**config.mk**
```make
export PLATFORM = sky130hd
export DESIGN_NAME = glycemic_sample_controller
export DESIGN_NICKNAME = d
export VERILOG_FILES = /design/src/rtl/glycemic_sample_controller.sv
export SDC_FILE = /design/constraint.sdc
export NUM_CORES = 1
export LEC_CHECK = 0
export ABC_AREA = 1
export CORE_UTILIZATION = 45
export CTS_CLUSTER_DIAMETER = 100
export DETAILED_ROUTE_END_ITERATION = 10
export PLACE_DENSITY = 0.68
export SYNTH_ARGS = -nofsm -noshare
export SYNTH_HDL_FRONTEND = slang
export SYNTH_SLANG_ARGS = --single-unit
```
**constraint.sdc**
```tcl
create_clock -name clk -period 3.2 [get_ports clk]
set_input_delay 0.64 -clock clk [delete_from_list [all_inputs] [get_ports clk]]
set_output_delay 0.64 -clock clk [all_outputs]
set_load 0.1 [all_outputs]
```
**src/rtl/glycemic_sample_controller.sv**
```systemverilog
// Sequencer for the glycemic index calculator: request, latch sensor, settle, capture, report.
// Optional GLY_AVERAGE_EN: report the truncated average of the last four raw captures.
module glycemic_sample_controller #(
  parameter int unsigned SAMPLE_PERIOD  = 1000,
  parameter int unsigned SETTLE_CYCLES  = 2,
  parameter int unsigned HIGH_THRESHOLD = 10,
  parameter int unsigned ALARM_COUNT    = 3
) (
  input  logic       clk,
  input  logic       rst_n,
  input  logic       enable,
  input  logic       start_req,
  input  logic [7:0] sensor_in,
  output logic [7:0] calc_sensor,
  input  logic [3:0] calc_index,
  output logic [3:0] index_out,
  output logic       index_valid,
  input  logic       index_ready,
  output logic       alarm,
  output logic       busy,
  output logic       overrun,
  output logic [7:0] sample_count
);

  localparam int unsigned CNT_W = $clog2(SAMPLE_PERIOD);
  localparam int unsigned SET_W = (SETTLE_CYCLES > 1) ? $clog2(SETTLE_CYCLES) : 1;

  typedef enum logic [2:0] {
    S_IDLE    = 3'd0,
    S_LATCH   = 3'd1,
    S_SETTLE  = 3'd2,
    S_CAPTURE = 3'd3,
    S_REPORT  = 3'd4
  } state_e;

  state_e            state_q, state_d;
  logic [CNT_W-1:0]  period_cnt_q, period_cnt_d;
  logic [SET_W-1:0]  settle_cnt_q, settle_cnt_d;
  logic              pending_q, pending_d;
  logic              overrun_q, overrun_d;
  logic              busy_q, busy_d;
  logic              index_valid_q, index_valid_d;
  logic              alarm_q, alarm_d;
  logic [7:0]        calc_sensor_q, calc_sensor_d;
  logic [3:0]        index_out_q, index_out_d;
  logic [3:0]        streak_q, streak_d;
  logic [7:0]        sample_count_q, sample_count_d;
  logic              tick_c, req_c, leave_idle_c, accept_c;

`ifdef GLY_AVERAGE_EN
  logic [3:0][3:0]   hist_q, hist_d;
  logic [5:0]        avg_sum_c;

  // Sum of the incoming capture and the three newest history entries.
  assign avg_sum_c = 6'(calc_index) + 6'(hist_q[0]) + 6'(hist_q[1]) + 6'(hist_q[2]);
`endif

  assign tick_c       = enable && (period_cnt_q == CNT_W'(SAMPLE_PERIOD - 1));
  assign req_c        = enable && (tick_c || start_req);
  assign leave_idle_c = (state_q == S_IDLE) && pending_q;
  assign accept_c     = (state_q == S_REPORT) && index_valid_q && index_ready;

  // Free-running sample period counter, parked at 0 while disabled.
  always_comb begin
    period_cnt_d = '0;
    if (enable) begin
      period_cnt_d = tick_c ? '0 : period_cnt_q + CNT_W'(1);
    end
  end

  // State register.
  always_ff @(posedge clk or negedge rst_n) begin
    if (!rst_n) begin
      state_q      <= S_IDLE;
      settle_cnt_q <= '0;
    end else begin
      state_q      <= state_d;
      settle_cnt_q <= settle_cnt_d;
    end
  end

  // Next-state logic, including the settle window timer.
  always_comb begin
    state_d      = state_q;
    settle_cnt_d = settle_cnt_q;
    unique case (state_q)
      S_IDLE:    if (pending_q) state_d = S_LATCH;
      S_LATCH: begin
        state_d      = S_SETTLE;
        settle_cnt_d = '0;
      end
      S_SETTLE: begin
        if (settle_cnt_q == SET_W'(SETTLE_CYCLES - 1)) state_d = S_CAPTURE;
        else                                          settle_cnt_d = settle_cnt_q + SET_W'(1);
      end
      S_CAPTURE: state_d = S_REPORT;
      S_REPORT:  if (accept_c) state_d = S_IDLE;
      default:   state_d = S_IDLE;
    endcase
  end

  // Datapath and output next values.
  always_comb begin
    pending_d      = pending_q;
    overrun_d      = 1'b0;
    busy_d         = (state_d != S_IDLE);
    index_valid_d  = index_valid_q;
    alarm_d        = alarm_q;
    calc_sensor_d  = calc_sensor_q;
    index_out_d    = index_out_q;
    streak_d       = streak_q;
    sample_count_d = sample_count_q;
`ifdef GLY_AVERAGE_EN
    hist_d         = hist_q;
`endif

    // Leaving IDLE consumes the request; anything arriving now is merged into it.
    if (leave_idle_c)  pending_d = 1'b0;
    else if (req_c)    pending_d = 1'b1;
    overrun_d = req_c && pending_q && !leave_idle_c;

    unique case (state_q)
      S_LATCH: calc_sensor_d = sensor_in;
      S_CAPTURE: begin
        if (calc_index >= 4'(HIGH_THRESHOLD)) streak_d = (streak_q == 4'd15) ? 4'd15 : streak_q + 4'd1;
        else                                   streak_d = 4'd0;
        alarm_d       = (streak_d >= 4'(ALARM_COUNT));
        index_valid_d = 1'b1;
`ifdef GLY_AVERAGE_EN
        hist_d        = {hist_q[2:0], calc_index};
        index_out_d   = 4'(avg_sum_c >> 2);
`else
        index_out_d   = calc_index;
`endif
      end
      S_REPORT: begin
        if (accept_c) begin
          index_valid_d  = 1'b0;
          sample_count_d = sample_count_q + 8'd1;
        end
      end
      default: ;
    endcase
  end

  always_ff @(posedge clk or negedge rst_n) begin
    if (!rst_n) begin
      period_cnt_q   <= '0;
      pending_q      <= 1'b0;
      overrun_q      <= 1'b0;
      busy_q         <= 1'b0;
      index_valid_q  <= 1'b0;
      alarm_q        <= 1'b0;
      calc_sensor_q  <= '0;
      index_out_q    <= '0;
      streak_q       <= '0;
      sample_count_q <= '0;
    end else begin
      period_cnt_q   <= period_cnt_d;
      pending_q      <= pending_d;
      overrun_q      <= overrun_d;
      busy_q         <= busy_d;
      index_valid_q  <= index_valid_d;
      alarm_q        <= alarm_d;
      calc_sensor_q  <= calc_sensor_d;
      index_out_q    <= index_out_d;
      streak_q       <= streak_d;
      sample_count_q <= sample_count_d;
    end
  end

`ifdef GLY_AVERAGE_EN
  always_ff @(posedge clk or negedge rst_n) begin
    if (!rst_n) hist_q <= '0;
    else        hist_q <= hist_d;
  end
`endif

  assign calc_sensor  = calc_sensor_q;
  assign index_out    = index_out_q;
  assign index_valid  = index_valid_q;
  assign alarm        = alarm_q;
  assign busy         = busy_q;
  assign overrun      = overrun_q;
  assign sample_count = sample_count_q;

endmodule

```
==> results.ini <==
[cts]
cts.hold.buffers_added = 0
cts_tree = built
postCtsSetupBuffers = 0
cts_sinks = 43
path_clk_slew_ns = 0.08
cts_resized = 0
clk_path_buf_depth = 2
h-tree-depth = 2
clk_latency_ns = 0.30
cts_made_buffers = 5
cts_root_buf = clkbuf_8

[critical_path]
required_ns = 2.56
critPathCaptureType = primary output
path_cells = buf_4
worst_path_max_delay_cell = dfrtp_1
cp_top_family = flip-flops
critPathBufInv = 1
cp.arrival_ns = 1.12
cp_max_fo = 7
path_class = register to primary output
cp-start-kind = register
max_stage_delay_ns = 0.48

[routing]
vias_per_cell = 4.79
drtPass1Iterations = 4
drt-initial-drc-count = 64
drt_drc_violations_left = 0
postRouteAntennaNets = 0
vias = 1572
wl_per_cell_um = 10.9
routed_wl_mm = 3.59

[floorplan]
start_util = 0.483
io-pin-count = 41
row_count = 23
coreArea_sq_um = 4140
fp.dieH_um = 68.7
die_w_um = 68.7
dieArea_sq_um = 4720

[global_route]
grt_pass1_vias = 1421
grt_overflow = 0
grt_pass1_wl_mm = 6.19
grt_max_degree = 44
antenna_found_initial = 0
track_usage = 0.184

[pwr]
ir_worst_vdd_uv = 315
power_density_nw_per_um2 = 438
leakage_nw = 1.30

[flow_run]
cap_violations = 0

[synthesis]
synth_commonest_cells = nand2_1, dfrtp_1, inv_1
yosysSeqAreaShare = 0.537
ys_ff_latch = 43
yosysWarnings = 0
ys.flop_type = dfrtp_1
ys_types = 23
synth_area_per_cell_sq_um = 8.63
synth_cells = 232
synth_area_sq_um = 2000
synth_edf_count = 0
yosysTopAreaCellShare = 0.537
syn_nets = 252
yosysMostFrequentCell = nand2_1
synth_area_leaders = dfrtp_1, nand2_1, inv_1
ys_async_sr_fraction = 1.00
yosys.area.top_type = dfrtp_1

[placement]
place_inst = 320
io_buffer_count = 40
place_ws_ns = 1.23
hpwl_mm = 2.52
gp_congestion = 0.776

[timing]
worst_slew_pin_slew_ns = 0.922
tns_ns = 0
relSlewSlack = 0.385
period_share = 0.551
holdWs_ns = 0.465
period_needed_ns = 1.76
maxSlewViolCount = 0
hold_violations = 0
finClkSkew_ns = 0.00575
fmax_mhz = 567
worst_slack_ns = 1.44
setup_viol = 0
rsz0062_at_grt = false

[min_path]
hold_path_class = primary input to asynchronous set/reset pin

[finish]
antenna_cells = 0
nets = 297
fin_util = 0.604
drive_gt1_frac = 0.176
layoutNonFillerInstCount = 328
area_delta_synth_final_pct = 24.9

[run_status]
status = complete, no violations

layer usage:
metal | vias to the layer above | global-route usage | share of wire
li1 | 822 | - | -
met1 | 713 | 0.233 | 0.50
met2 | 32 | 0.287 | 0.43
met3 | 5 | 0.0674 | 0.054
met4 | 0 | 0.0689 | 0.015
met5 | - | 0 | 0
metrics by stage:
stage / power [mW] / area [sq um]
6_report: 1.10 / 2500
5_1_grt: 1.14 / 2500
4_1_cts: 1.11 / 2500
3_5_place_dp: 0.668 / 2380
3_3_place_gp: 0.667 / 2380
2_1_floorplan: 0.623 / 2000
worst paths after layout:
kind | from | cells after the start | slack [ns] | end
hold reg to reg | period_cnt_q[0]$_DFF_PN0_ | 1 | 0.47 | period_cnt_q[0]$_DFF_PN0_
max in group asynchronous | rst_n | 1 | 2.15 | calc_sensor[3]$_DFFE_PN0P_
min in group clk | period_cnt_q[0]$_DFF_PN0_ | 1 | 0.47 | period_cnt_q[0]$_DFF_PN0_
setup / recovery | sample_count[4]$_DFFE_PN0P_ | 1 | 1.44 | sample_count[4]
hold / removal | rst_n | 1 | 0.47 | period_cnt_q[7]$_DFF_PN0_
setup reg to reg | state_q[2]$_DFF_PN0_ | 5 | 1.71 | streak_q[3]$_DFFE_PN0P_
registers in the layout (all words and copies together) (netlist names):
name          flops
alarm             1
index_out         4
sample_count      8
index_valid       1
busy              1
settle_cnt_q      1
overrun           1
streak_q          4
state_q           3
pending_q         1
calc_sensor       8
period_cnt_q     10
layout make-up:
type | instances | area [sq um]
Fill cell | 392 | 1640
Sequential cell | 43 | 1080
Multi-Input combinational cell | 157 | 798
Timing Repair Buffer | 40 | 335
Inverter | 30 | 113
Clock buffer | 6 | 82.6
Tap cell | 50 | 62.6
Clock inverter | 2 | 35.0
where the power goes:
| part | switching, mW | internal (mW) |
|---|---|---|
| Sequential | 0.00484 | 0.552 |
| Clock | 0.190 | 0.253 |
| Combinational | 0.0673 | 0.0312 |
| Total | 0.262 | 0.835 |
cell usage in the layout, fill, tap and decap left out, types with 6 or more instances in the layout:
cell	count
clkdlybuf4s50_1	15
mux2_2	8
dfrtp_1	43
nand3_1	18
nand2_1	68
o21ai_0	11
nor2_1	25
clkbuf_8	6
inv_1	28
buf_4	24
kinds of logic after synthesis:
| family | synth area share |
|---|---|
| AO/OA/AOI/OAI | 0.0543 |
| XOR/XNOR | 0.0219 |
| adder cells (fa/ha/maj) | 0.0187 |
| buffers and inverters | 0.0643 |
| flip-flops | 0.537 |
| multiplexers | 0.0450 |
| AND/OR/NAND/NOR | 0.259 |
Note: power is estimated with default switching activity, not from simulation.
